### config.mk
export PLATFORM = sky130hd
export DESIGN_NAME = oam_dma_arbiter_flat
export DESIGN_NICKNAME = d
export VERILOG_FILES = /design/src/rtl/oam_dma_arbiter_pkg.sv /design/src/rtl/oam_dma_arbiter_if.sv /design/src/rtl/oam_dma_arbiter_engine.sv /design/src/rtl/oam_dma_arbiter.sv /design/src/flat_wrapper.sv
export SDC_FILE = /design/constraint.sdc
export NUM_CORES = 1
export LEC_CHECK = 0
export ABC_AREA = 1
export BUFFER_PORTS_ARGS = -buffer_cell sky130_fd_sc_hd__buf_2
export CAP_MARGIN = 20
export CORE_ASPECT_RATIO = 0.5
export CORE_MARGIN = 8
export CORE_UTILIZATION = 39
export CTS_BUF_LIST = sky130_fd_sc_hd__clkbuf_8
export DETAILED_ROUTE_END_ITERATION = 10
export HOLD_SLACK_MARGIN = 0.06
export PLACE_DENSITY = 0.73
export REMOVE_ABC_BUFFERS = 1
export SYNTH_ARGS = -nofsm -noshare
export SYNTH_HDL_FRONTEND = slang
export SYNTH_SLANG_ARGS = --single-unit
### constraint.sdc
create_clock -name clk -period 3.54 [get_ports clk]
set_clock_uncertainty 0.2 [all_clocks]
set_input_delay 0.177 -clock clk [delete_from_list [all_inputs] [get_ports clk]]
set_output_delay 0.177 -clock clk [all_outputs]
set_load 0.01 [all_outputs]
### src/rtl/oam_dma_arbiter_pkg.sv
// Shared types and constants for the OAM DMA arbiter slice.
package oam_dma_arbiter_pkg;

    typedef enum logic [1:0] {T1, T2, T3, T4} t_phase_t;

    typedef logic [1:0] dma_state_t;
    localparam dma_state_t IDLE  = 2'd0;
    localparam dma_state_t DELAY = 2'd1;
    localparam dma_state_t XFER  = 2'd2;

    localparam logic [15:0] DMA_REG_ADDR = 16'hFF46;
    localparam logic [15:0] OAM_BASE     = 16'hFE00;
    localparam int unsigned OAM_LEN      = 160;
    localparam logic [15:0] HRAM_BASE    = 16'hFF80;

    // Sources at 0xE0 and above mirror work RAM 0x20 pages lower.
    function automatic logic [7:0] eff_src_hi(input logic [7:0] hi);
        return (hi < 8'hE0) ? hi : hi - 8'h20;
    endfunction

endpackage

### src/rtl/oam_dma_arbiter_if.sv
// CPU-side and MMU-side bus signals seen by the OAM DMA arbiter.
interface oam_dma_arbiter_if;

    logic [15:0] cpu_addr;
    logic        cpu_req_read;
    logic        cpu_req_write;
    logic [7:0]  cpu_wdata;
    logic [7:0]  cpu_rdata;
    logic [15:0] mmu_addr;
    logic        mmu_req_read;
    logic        mmu_req_write;
    logic [7:0]  mmu_wdata;
    logic [7:0]  mmu_rdata;
    logic        dma_active;

    modport master (
        output cpu_addr, cpu_req_read, cpu_req_write, cpu_wdata, mmu_rdata,
        input  cpu_rdata, mmu_addr, mmu_req_read, mmu_req_write, mmu_wdata, dma_active
    );

    modport slave (
        input  cpu_addr, cpu_req_read, cpu_req_write, cpu_wdata, mmu_rdata,
        output cpu_rdata, mmu_addr, mmu_req_read, mmu_req_write, mmu_wdata, dma_active
    );

endinterface

### src/rtl/oam_dma_arbiter_engine.sv
// Transfer FSM: source register, byte index, one-byte buffer and the state machine.
module oam_dma_engine
    import oam_dma_arbiter_pkg::*;
(
    input  logic       clk,
    input  logic       rst_n,
    input  t_phase_t   i_phase,
    input  logic       i_reg_wr,
    input  logic [7:0] i_reg_wdata,
    input  logic [7:0] i_mmu_rdata,
    output dma_state_t o_state,
    output logic [7:0] o_idx,
    output logic [7:0] o_src_hi,
    output logic [7:0] o_buf
);

    localparam logic [7:0] IDX_LAST = 8'(OAM_LEN - 1);

    dma_state_t r_state;
    logic [7:0] r_idx;
    logic [7:0] r_src_hi;
    logic [7:0] r_buf;
    logic       r_armed;

    // r_armed marks that DELAY has seen its T1, so the exit at T4 covers a whole M-cycle.
    always_ff @(posedge clk or negedge rst_n) begin
        if (!rst_n) begin
            r_state  <= IDLE;
            r_idx    <= '0;
            r_src_hi <= 8'hFF;
            r_buf    <= '0;
            r_armed  <= 1'b0;
        end else if (i_reg_wr) begin
            r_state  <= DELAY;
            r_idx    <= '0;
            r_src_hi <= i_reg_wdata;
            r_armed  <= 1'b0;
        end else begin
            case (r_state)
                DELAY: begin
                    if (i_phase == T4 && r_armed) begin
                        r_state <= XFER;
                        r_armed <= 1'b0;
                    end else if (i_phase == T1) begin
                        r_armed <= 1'b1;
                    end
                end
                XFER: begin
                    if (i_phase == T1)
                        r_buf <= i_mmu_rdata;
                    if (i_phase == T4) begin
                        if (r_idx == IDX_LAST) begin
                            r_state <= IDLE;
                            r_idx   <= '0;
                        end else begin
                            r_idx <= r_idx + 8'd1;
                        end
                    end
                end
                default: r_state <= IDLE;
            endcase
        end
    end

    assign o_state  = r_state;
    assign o_idx    = r_idx;
    assign o_src_hi = r_src_hi;
    assign o_buf    = r_buf;

endmodule

### src/rtl/oam_dma_arbiter.sv
// OAM DMA arbiter top: T-phase counter plus the CPU/DMA address mux onto the MMU bus.
module oam_dma_arbiter
    import oam_dma_arbiter_pkg::*;
(
    input  logic             clk,
    input  logic             reset,
    oam_dma_arbiter_if.slave bus
);

    t_phase_t   r_phase;
    dma_state_t w_state;
    logic [7:0] w_idx;
    logic [7:0] w_src_hi;
    logic [7:0] w_buf;
    logic       w_reg_hit;
    logic       w_reg_wr;
    logic       w_hram;
    logic       w_cpu_slot;

    always_ff @(posedge clk or negedge reset) begin
        if (!reset)
            r_phase <= T1;
        else
            r_phase <= t_phase_t'(2'(r_phase) + 2'd1);
    end

    assign w_reg_hit  = (bus.cpu_addr == DMA_REG_ADDR);
    assign w_reg_wr   = w_reg_hit && bus.cpu_req_write;
    assign w_hram     = (bus.cpu_addr >= HRAM_BASE);
    assign w_cpu_slot = (r_phase == T2) || (r_phase == T3);

    oam_dma_engine u_engine (
        .clk         (clk),
        .rst_n       (reset),
        .i_phase     (r_phase),
        .i_reg_wr    (w_reg_wr),
        .i_reg_wdata (bus.cpu_wdata),
        .i_mmu_rdata (bus.mmu_rdata),
        .o_state     (w_state),
        .o_idx       (w_idx),
        .o_src_hi    (w_src_hi),
        .o_buf       (w_buf)
    );

    assign bus.dma_active = (w_state != IDLE);

    // CPU owns the bus in IDLE, or in T2/T3 for HRAM; DMA owns T1 (read) and T4 (write).
    always_comb begin
        bus.mmu_addr      = '0;
        bus.mmu_req_read  = 1'b0;
        bus.mmu_req_write = 1'b0;
        bus.mmu_wdata     = '0;
        bus.cpu_rdata     = 8'hFF;
        if (reset) begin
            if (w_reg_hit) begin
                if (bus.cpu_req_read)
                    bus.cpu_rdata = w_src_hi;
            end else if (w_state == IDLE || (w_cpu_slot && w_hram)) begin
                bus.mmu_addr      = bus.cpu_addr;
                bus.mmu_req_read  = bus.cpu_req_read;
                bus.mmu_req_write = bus.cpu_req_write;
                bus.mmu_wdata     = bus.cpu_wdata;
                bus.cpu_rdata     = bus.mmu_rdata;
            end
            if (w_state == XFER && r_phase == T1) begin
                bus.mmu_addr     = {eff_src_hi(w_src_hi), w_idx};
                bus.mmu_req_read = 1'b1;
            end else if (w_state == XFER && r_phase == T4 && !w_reg_wr) begin
                bus.mmu_addr      = OAM_BASE + {8'h00, w_idx};
                bus.mmu_req_write = 1'b1;
                bus.mmu_wdata     = w_buf;
            end
        end
    end

endmodule

### src/flat_wrapper.sv
// flat-port wrapper written by rule: the top's interface ports become plain ports
module oam_dma_arbiter_flat import oam_dma_arbiter_pkg::*;
  (clk, reset, bus_cpu_addr, bus_cpu_req_read, bus_cpu_req_write, bus_cpu_wdata, bus_mmu_rdata, bus_cpu_rdata, bus_mmu_addr, bus_mmu_req_read, bus_mmu_req_write, bus_mmu_wdata, bus_dma_active);
  oam_dma_arbiter_if bus_i ();
  input  logic clk;
  input  logic reset;
  input wire logic [$bits(bus_i.cpu_addr)-1:0] bus_cpu_addr;
  input wire logic [$bits(bus_i.cpu_req_read)-1:0] bus_cpu_req_read;
  input wire logic [$bits(bus_i.cpu_req_write)-1:0] bus_cpu_req_write;
  input wire logic [$bits(bus_i.cpu_wdata)-1:0] bus_cpu_wdata;
  input wire logic [$bits(bus_i.mmu_rdata)-1:0] bus_mmu_rdata;
  output wire logic [$bits(bus_i.cpu_rdata)-1:0] bus_cpu_rdata;
  output wire logic [$bits(bus_i.mmu_addr)-1:0] bus_mmu_addr;
  output wire logic [$bits(bus_i.mmu_req_read)-1:0] bus_mmu_req_read;
  output wire logic [$bits(bus_i.mmu_req_write)-1:0] bus_mmu_req_write;
  output wire logic [$bits(bus_i.mmu_wdata)-1:0] bus_mmu_wdata;
  output wire logic [$bits(bus_i.dma_active)-1:0] bus_dma_active;
  assign bus_i.cpu_addr = bus_cpu_addr;
  assign bus_i.cpu_req_read = bus_cpu_req_read;
  assign bus_i.cpu_req_write = bus_cpu_req_write;
  assign bus_i.cpu_wdata = bus_cpu_wdata;
  assign bus_i.mmu_rdata = bus_mmu_rdata;
  assign bus_cpu_rdata = bus_i.cpu_rdata;
  assign bus_mmu_addr = bus_i.mmu_addr;
  assign bus_mmu_req_read = bus_i.mmu_req_read;
  assign bus_mmu_req_write = bus_i.mmu_req_write;
  assign bus_mmu_wdata = bus_i.mmu_wdata;
  assign bus_dma_active = bus_i.dma_active;
  oam_dma_arbiter u_core (.clk(clk), .reset(reset), .bus(bus_i));
endmodule
==> run metrics <==
status finished clean; hold wc startpoint u_core.r_phase[0]; critical-path maximum fanout 37; crit start category input port; synthesis-to-layout area growth 28.6%; Worst-Margin Slew approximately 0.71 ns; library cells used by synthesis 28; #FFs+latches synth 29; Clock Tree Buf Depth 2; routed len/inst 12.8 um; first-pass iteration count of the detailed router 4; Die Wd approximately 120 um; Worst slew margin approximately 53%; Worst Path Required between 3 and 4 ns; Hold Path Depth 1; GPL Wtd Cong just under 0.9; initial antenna violation count 0; worst hold slack approximately 0.25 ns; Rows 19; Die ar. between 8000 and 9000 sq um; drt via density ~4.7; Setup TNS Final 0 ns; DRT iter0 DRCs 129; most area-consuming cells after synthesis dfrtp_1, nand2_1, dfstp_2; antenna diode count 0; Core ar. 5470 sq um; Max Cap Viol 0; first-pass GRT wire length about 11000 um; Num CTS Buffers 5; WL final ~6400 um; Static Leak ~1.7 nW; Place WS between 1 and 1.5 ns; Post-CTS Setup Bufs 0; Final Hold Viols 0; Crit. End Element output pin; Synth Warn # 0; final setup violation count 0; CTS tree built; FF-to-FF path depth 7; worst r2r src u_core.r_phase[0]; clock slew at reported path FFs about 0.06 ns; GRT Total Usage 15.7%; Vias about 2400; layout cell share with drive strength beyond 1 between 20% and 30%; Peak Freq roughly 380 MHz; post-CTS sizing 0; DRC 0; Final Cycle Share approximately 74%; top cell type by total area after synthesis dfrtp_1; worst setup path category input port to output pin; WP data arrival about 2.3 ns; CTS H-Tree Depth 2; power density cells 248 nW/um^2; vias in the first global route 2289; Remaining Overflow, GRT 0; top cell type's share of synthesized area roughly a quarter; Pins Over Slew Limit 0; Reg2Reg Setup Slack approximately 1.6 ns; reg2reg end u_core.u_engine.o_buf[0]; register area share after synthesis between 30% and 40%; ANT nets after route 0; I/O Pins 71; mapped cell area 2200 sq um; Mapped Cells roughly 350; fin crit period ~2.6 ns; Hold Crit Class flop to flop; Avg Inst Size Synth approximately 6.3 sq um; Worst VDD drop between 0.1 and 0.15 mV; Die Y around 69 um; HPWL after detailed placement about 4800 um; latest clock arrival within the worst-skew pair roughly 0.28 ns; Root Buffer clkbuf_8; commonest cells after routing, fill and taps aside nand2_1, buf_2, nor2_1; Hold EP u_core.r_phase[0]; largest net degree at the start of global routing 38; RSZ-0062 raised after global routing no; most common cell after layout, fill and taps aside nand2_1; I/O Buffers 70; total clock sinks 29; Nets approximately 470; fin worst setup slack 0.912 ns; Core Util, Final a little over 50%; initial core utilization between 40% and 50%
[worst max path at each step]
| stage | from | end | slack [ns] |
|---|---|---|---|
| final | reset | bus_mmu_addr[9] | 0.91 |
| after global routing | reset | bus_mmu_addr[12] | 0.70 |
| after CTS | reset | bus_mmu_addr[12] | 0.89 |
| after detailed placement | bus_cpu_addr[5] | bus_mmu_addr[12] | 1.20 |
| after global placement | bus_cpu_addr[5] | bus_mmu_addr[12] | 1.22 |
| after floorplan | u_core.r_phase[0] | bus_mmu_wdata[0] | 1.68 |
[state kept, by name, summed over array words and instances (netlist names)]
signal	count
u_core.r_phase	2
u_core.u_engine.o_buf	8
u_core.u_engine.o_idx	8
u_core.u_engine.o_src_hi	8
u_core.u_engine.o_state	2
u_core.u_engine.r_armed	1
[cell type report]
cell class	instances	area, sq um
Clock buffer	6	82.6
Clock inverter	2	7.51
Fill cell	582	2640
Inverter	47	179
Multi-Input combinational cell	260	1200
Sequential cell	29	736
Tap cell	73	91.3
Timing Repair Buffer	88	528
[worst max-delay path, cell delays in order]
cell and delay (ns):
dlygate4sd3_1 0.52, buf_2 0.57, clkinv_1 0.48, a21oi_1 0.26
nand2_1 0.07, inv_1 0.04, buf_2 0.12
[metrics by stage]
stage / instances / area [sq um] / power (mW)
2_1_floorplan: 336 / 2110 / 0.370
3_3_place_gp: 480 / 2560 / 0.413
3_5_place_dp: 480 / 2560 / 0.413
4_1_cts: 505 / 2820 / 0.706
5_1_grt: 505 / 2820 / 0.736
6_report: 505 / 2820 / 0.701
[cell usage after synthesis (all sizes together)]
| library cell | count |
|---|---|
| nor2 | 55 |
| o22ai | 2 |
| dfrtp | 21 |
| nand3 | 21 |
| inv | 46 |
| nor3 | 8 |
| buf | 8 |
| xor2 | 3 |
| clkinv | 1 |
| dfstp | 8 |
| clkbuf | 3 |
| nand2 | 122 |
| o31ai | 1 |
| nand4 | 3 |
| ha | 4 |
| o21ai | 21 |
| a21oi | 20 |
[per-layer routing]
layer / track usage [%] / share of wire (%)
met3: 4.06 / 6.7
met5: 0 / 0
met4: 5.09 / 1.3
met1: 18.5 / 42
met2: 26.9 / 50
[report_power, final]
| part | leakage, nW | switching [mW] | internal, mW | total, mW |
|---|---|---|---|---|
| sequential | 0.329 | 0.00605 | 0.340 | 0.346 |
| combinational | 1.28 | 0.0407 | 0.0352 | 0.0759 |
| clock | 0.0538 | 0.126 | 0.152 | 0.279 |
[cell families (layout without fill, tap and decap cells)]
| family | count (synthesis) | in the layout | synth area share [%] |
|---|---|---|---|
| AO/OA/AOI/OAI | 44 | 44 | 10.3 |
| buffers and inverters | 58 | 143 | 11.9 |
| adder cells (fa/ha/maj) | 4 | 4 | 2.28 |
| AND/OR/NAND/NOR | 209 | 209 | 40.9 |
| flip-flops | 29 | 29 | 33.5 |
| XOR/XNOR | 3 | 3 | 1.20 |
[what timing repair did]
item,4_1_cts,5_1_grt
endpoints found under the hold margin,30,0
hold buffers,17,0
setup endpoints to repair,0,0
Power figures use the tool's default switching activity.
